### src/rtl/cell_pkg.sv
// Shared constants, state encoding and range helper for the cell code decoder.
// Optional feature macro used by the top: CELL_DEC_MOVE_COUNT_EN.
package cell_pkg;

    localparam int CELLS  = 9;
    localparam int CODE_W = 4;
    localparam logic [CODE_W-1:0] CODE_NONE = '0;

    typedef enum logic [1:0] {
        S_IDLE,
        S_CHECK,
        S_FULL
    } state_e;

    function automatic logic cell_in_range(input logic [CODE_W-1:0] code);
        return (code != CODE_NONE) && (code <= CODE_W'(CELLS));
    endfunction

endpackage

### src/rtl/cell_code_to_onehot.sv
// Combinational cell code to one-hot decode with an in-range flag.
// Shared with the display path, so it carries its own CELLS/CODE_W parameters.
module cell_code_to_onehot #(
    parameter int CELLS  = cell_pkg::CELLS,
    parameter int CODE_W = cell_pkg::CODE_W
) (
    input  logic [CODE_W-1:0] code,
    output logic [CELLS-1:0]  dec,
    output logic              valid
);

    localparam logic [CODE_W-1:0] MAX_CODE = CODE_W'(CELLS);
    localparam logic [CELLS-1:0]  ONE      = {{(CELLS-1){1'b0}}, 1'b1};

    // The shift is only evaluated in range, so code 0 can never wrap to the top bit.
    always_comb begin
        valid = (code != '0) && (code <= MAX_CODE);
        dec   = '0;
        if (valid) begin
            dec = ONE << (code - CODE_W'(1));
        end
    end

endmodule

### src/rtl/cell_code_decoder.sv
// Cell code decoder: accepts a code over valid/ready, checks it against the
// claimed-cell mask and registers the one-hot. Optional: CELL_DEC_MOVE_COUNT_EN.
//
// state   | meaning
// S_IDLE  | ready for a code
// S_CHECK | code_q captured; range/duplicate check, commit or refuse
// S_FULL  | every cell claimed; waits for clear
module cell_code_decoder
    import cell_pkg::*;
(
    input  logic              clk,
    input  logic              rst_n,
    input  logic              code_valid,
    input  logic [CODE_W-1:0] code,
    output logic              code_ready,
    input  logic              clear,
    output logic [CELLS-1:0]  onehot,
    output logic [CELLS-1:0]  occupied,
    output logic              accept,
    output logic              reject,
    output logic              full
`ifdef CELL_DEC_MOVE_COUNT_EN
    ,
    output logic [CODE_W-1:0] move_count,
    output logic              reject_dup
`endif
);

    state_e            state_q, state_d;
    logic [CODE_W-1:0] code_q;
    logic [CELLS-1:0]  onehot_q, onehot_d;
    logic [CELLS-1:0]  occupied_q, occupied_d;
    logic              accept_q, accept_d;
    logic              reject_q, reject_d;
    logic [CELLS-1:0]  dec;
    logic              dec_valid;
    logic              xfer;

    cell_code_to_onehot #(
        .CELLS  (CELLS),
        .CODE_W (CODE_W)
    ) u_dec (
        .code  (code_q),
        .dec   (dec),
        .valid (dec_valid)
    );

    // clear gates ready so a code offered alongside clear is never taken.
    assign code_ready = (state_q == S_IDLE) && !clear;
    assign xfer       = code_valid && code_ready;
    assign full       = (state_q == S_FULL);
    assign onehot     = onehot_q;
    assign occupied   = occupied_q;
    assign accept     = accept_q;
    assign reject     = reject_q;

    always_comb begin
        state_d    = state_q;
        onehot_d   = onehot_q;
        occupied_d = occupied_q;
        accept_d   = 1'b0;
        reject_d   = 1'b0;
        if (clear) begin
            state_d    = S_IDLE;
            onehot_d   = '0;
            occupied_d = '0;
        end else begin
            case (state_q)
                S_IDLE: begin
                    if (xfer) state_d = S_CHECK;
                end
                S_CHECK: begin
                    if (dec_valid && ((occupied_q & dec) == '0)) begin
                        occupied_d = occupied_q | dec;
                        onehot_d   = dec;
                        accept_d   = 1'b1;
                    end else begin
                        reject_d = 1'b1;
                    end
                    state_d = (&occupied_d) ? S_FULL : S_IDLE;
                end
                S_FULL: state_d = S_FULL;
                default: state_d = S_IDLE;
            endcase
        end
    end

    always_ff @(posedge clk or negedge rst_n) begin
        if (!rst_n) begin
            state_q    <= S_IDLE;
            code_q     <= CODE_NONE;
            onehot_q   <= '0;
            occupied_q <= '0;
            accept_q   <= 1'b0;
            reject_q   <= 1'b0;
        end else begin
            state_q    <= state_d;
            onehot_q   <= onehot_d;
            occupied_q <= occupied_d;
            accept_q   <= accept_d;
            reject_q   <= reject_d;
            if (xfer) code_q <= code;
        end
    end

`ifdef CELL_DEC_MOVE_COUNT_EN
    logic [CODE_W-1:0] count_q, count_d;
    logic              dup_q, dup_d;

    always_comb begin
        count_d = count_q;
        if (clear) begin
            count_d = '0;
        end else if (accept_d && (count_q < CODE_W'(CELLS))) begin
            count_d = count_q + CODE_W'(1);
        end
        dup_d = (state_q == S_CHECK) && !clear && dec_valid && ((occupied_q & dec) != '0);
    end

    always_ff @(posedge clk or negedge rst_n) begin
        if (!rst_n) begin
            count_q <= '0;
            dup_q   <= 1'b0;
        end else begin
            count_q <= count_d;
            dup_q   <= dup_d;
        end
    end

    assign move_count = count_q;
    assign reject_dup = dup_q;
`endif

endmodule

### config.mk
export PLATFORM = sky130hd
export DESIGN_NAME = cell_code_decoder
export DESIGN_NICKNAME = d
export VERILOG_FILES = /design/src/rtl/cell_pkg.sv /design/src/rtl/cell_code_to_onehot.sv /design/src/rtl/cell_code_decoder.sv
export SDC_FILE = /design/constraint.sdc
export NUM_CORES = 1
export LEC_CHECK = 0
export BUFFER_PORTS_ARGS = -buffer_cell sky130_fd_sc_hd__buf_2
export CAP_MARGIN = 40
export CORE_MARGIN = 2
export CORE_UTILIZATION = 55
export DETAILED_ROUTE_END_ITERATION = 8
export PLACE_DENSITY = 0.82
export SYNTH_ARGS = -nofsm -noshare
export SYNTH_HDL_FRONTEND = slang
export SYNTH_HIERARCHICAL = 1
export SYNTH_SLANG_ARGS = --single-unit
### constraint.sdc
create_clock -name clk -period 3.7 [get_ports clk]
set_input_delay 1.11 -clock clk [delete_from_list [all_inputs] [get_ports clk]]
set_output_delay 1.11 -clock clk [all_outputs]
set_load 0.01 [all_outputs]
==> impl_results.md <==
- Status: complete, no violations
- Synth Cell Area: 1230 sq um
- Root Buffer: clkbuf_4
- Synthesized instance count: 111
- Synth top area share: 52.8%
- DRT iter0 DRCs: 21
- Dominant cell type by area after synthesis: dfrtp_1
- Leak Pwr: 0.666 nW
- Sequential fraction of the synthesis area: 52.8%
- WP data required: 2590 ps
- Relative max-transition margin: 54.0%
- Post-layout power: 526 uW
- Cell Pwr Density: 375 nW/um^2
- Synthesized flop and latch total: 26
- Initial antenna violation count: 0
- Final TNS setup: 0 ps
- CTS H-Tree Depth: 1
- Synth unique cells: 27
- Core area: 2170 sq um
- Largest net degree at the start of global routing: 27
- CTS clk-pin slew, worst paths: 130 ps
- Final setup vio count: 0
- Initial Util: 56.7%
- FP Rows: 17
- Clock skew: 0.824 ps
- First-pass DRT Iterations: 4
- Placed cell areas: 1380 sq um
- Post-Syn Nets: 119
- Final antenna diode count: 0
- Minimum clock period: 2810 ps
- Vias in the first global route: 869
- Via count: 963
- First-pass GRT wire length: 4000 microns
- Post-route cell area: 1400 sq um
- Worst-Skew Late Latency: 310 ps
- Tot GR Track Use: 20.7%
- Area growth from synthesis to layout: 13.9%
- Fmax: 0.356 GHz
- Total CTS buffers: 3
- DR WL/cell: 15.2 microns
- Worst-Margin Slew: 684 ps
- DP HPWL: 1870 microns
- Final hold vios: 0
- Syn. warnings: 6
- Hold-fix buffer count after cts: 0
- Commonest non-fill, non-tap cell in the layout: buf_2
- CP arrival: 1700 ps
- Final Cycle Share: 76.0%
- Setup Fix Bufs, Post-CTS: 0
- Routed Antenna Nets: 0
- TritonCTS clock tree: yes
- Die area: 2630 sq um
- Top post-synthesis cells by area: dfrtp_1 (53%), mux2i_1 (7.3%), a22o_1 (6.4%), a31oi_1 (4.6%), nor2_1 (4.6%)
- Max Slew Vio Count: 0
- Commonest non-fill, non-tap cells in the layout: buf_2 (29), dfrtp_1 (26), nor2_1 (15)
- Via density: 5.80
- CP Max Fanout: 13
- Max VDD drop: 0.224 mV
- Average cell area after synthesis: 11.1 sq um
- Die Ht: 51.3 microns
- Crit path launch type: input port
- Width of the die: 51.3 microns
- Critical path class: in -> out
- Resize count post-CTS: 0
- GP Congestion: 0.839
- Final net count: 148
- DRC Markers: 0
- Share of cells above drive strength 1: 27.5%
- Setup repair after global routing missed its margin: no
- Max-cap violation count: 0
- IO Count: 30
- IO buf count: 29
- Worst setup EP type: output port
- # clock sinks: 26
- Post-Route WL: 2530 microns
- Clock Tree Buf Depth: 2
- Hold Path Class: reg -> reg
- Grt ovf: 0
[worst max-delay path, cell delays in order]
cell and delay (ps):
buf_2 180, nor3_1 240, buf_2 170
[layer usage]
metal	vias to the layer above	global-route usage, %	share of wire (%)
met5	-	0	0
met4	0	6.58	0.63
met2	23	33.3	52
met1	475	29.1	43
met3	2	2.63	3.7
li1	463	-	-
[stage by stage]
stage / utilization [%] / hold slack [ps] / std cells / setup WS, ps
after floorplan: - / 555 / 111 / 1150
after global placement: 63.6 / 508 / 163 / 902
after detailed placement: 63.6 / 508 / 163 / 884
after CTS: 64.6 / 541 / 166 / 886
after global routing: 64.6 / 560 / 166 / 790
final: 64.6 / 535 / 166 / 890
[worst paths after layout]
path,from,slack [ps],cells after the start,endpoint
max,clear,890,3,code_ready
min,onehot[3],530,2,onehot[3]
max reg2reg,code_q[3],1160,7,onehot[6]
min reg2reg,onehot[3],530,2,onehot[3]
max in group asynchronous,rst_n,2560,1,code_q[1]
min in group asynchronous,rst_n,770,1,accept
[cells in the mapped netlist (all sizes together)]
cell	instances
mux2	4
and4	1
buf	3
nor2b	1
a21oi	3
o21ai	1
clkbuf	2
and4b	1
nor2	16
nor3b	1
nor3	6
nand2b	6
nor4	2
clkinv	1
a22o	9
inv	1
a22oi	2
and2	1
nand2	4
a31oi	9
a221oi	1
dfrtp	26
a31o	1
mux2i	9
[logic make-up after synthesis]
kind of cell	after synthesis	synth area share [%]
compound gates	26	16.7
buf+inv	7	3.15
flops	26	52.8
mux	13	11.0
simple gates	39	16.4
[state kept, by name, summed over array words and instances (netlist names)]
| register | cells |
|---|---|
| occupied | 9 |
| onehot | 9 |
| code_q | 4 |
| state_q | 2 |
| accept | 1 |
| reject | 1 |
[cell type report]
| class | instances | area [sq um] |
|---|---|---|
| clock buffers | 3 | 22.5 |
| fillers | 199 | 767 |
| inverters | 2 | 7.51 |
| multi-input cells | 78 | 542 |
| flip-flops and latches | 26 | 651 |
| well taps | 28 | 35.0 |
| repair buffers | 29 | 145 |
[power breakdown]
group | switching [mW] | total [mW] | internal, mW
clock | 0.0784 | 0.116 | 0.0380
combinational | 0.0596 | 0.0950 | 0.0354
sequential | 0.0177 | 0.314 | 0.297
total | 0.156 | 0.526 | 0.370
Note: power is estimated with default switching activity, not from simulation.
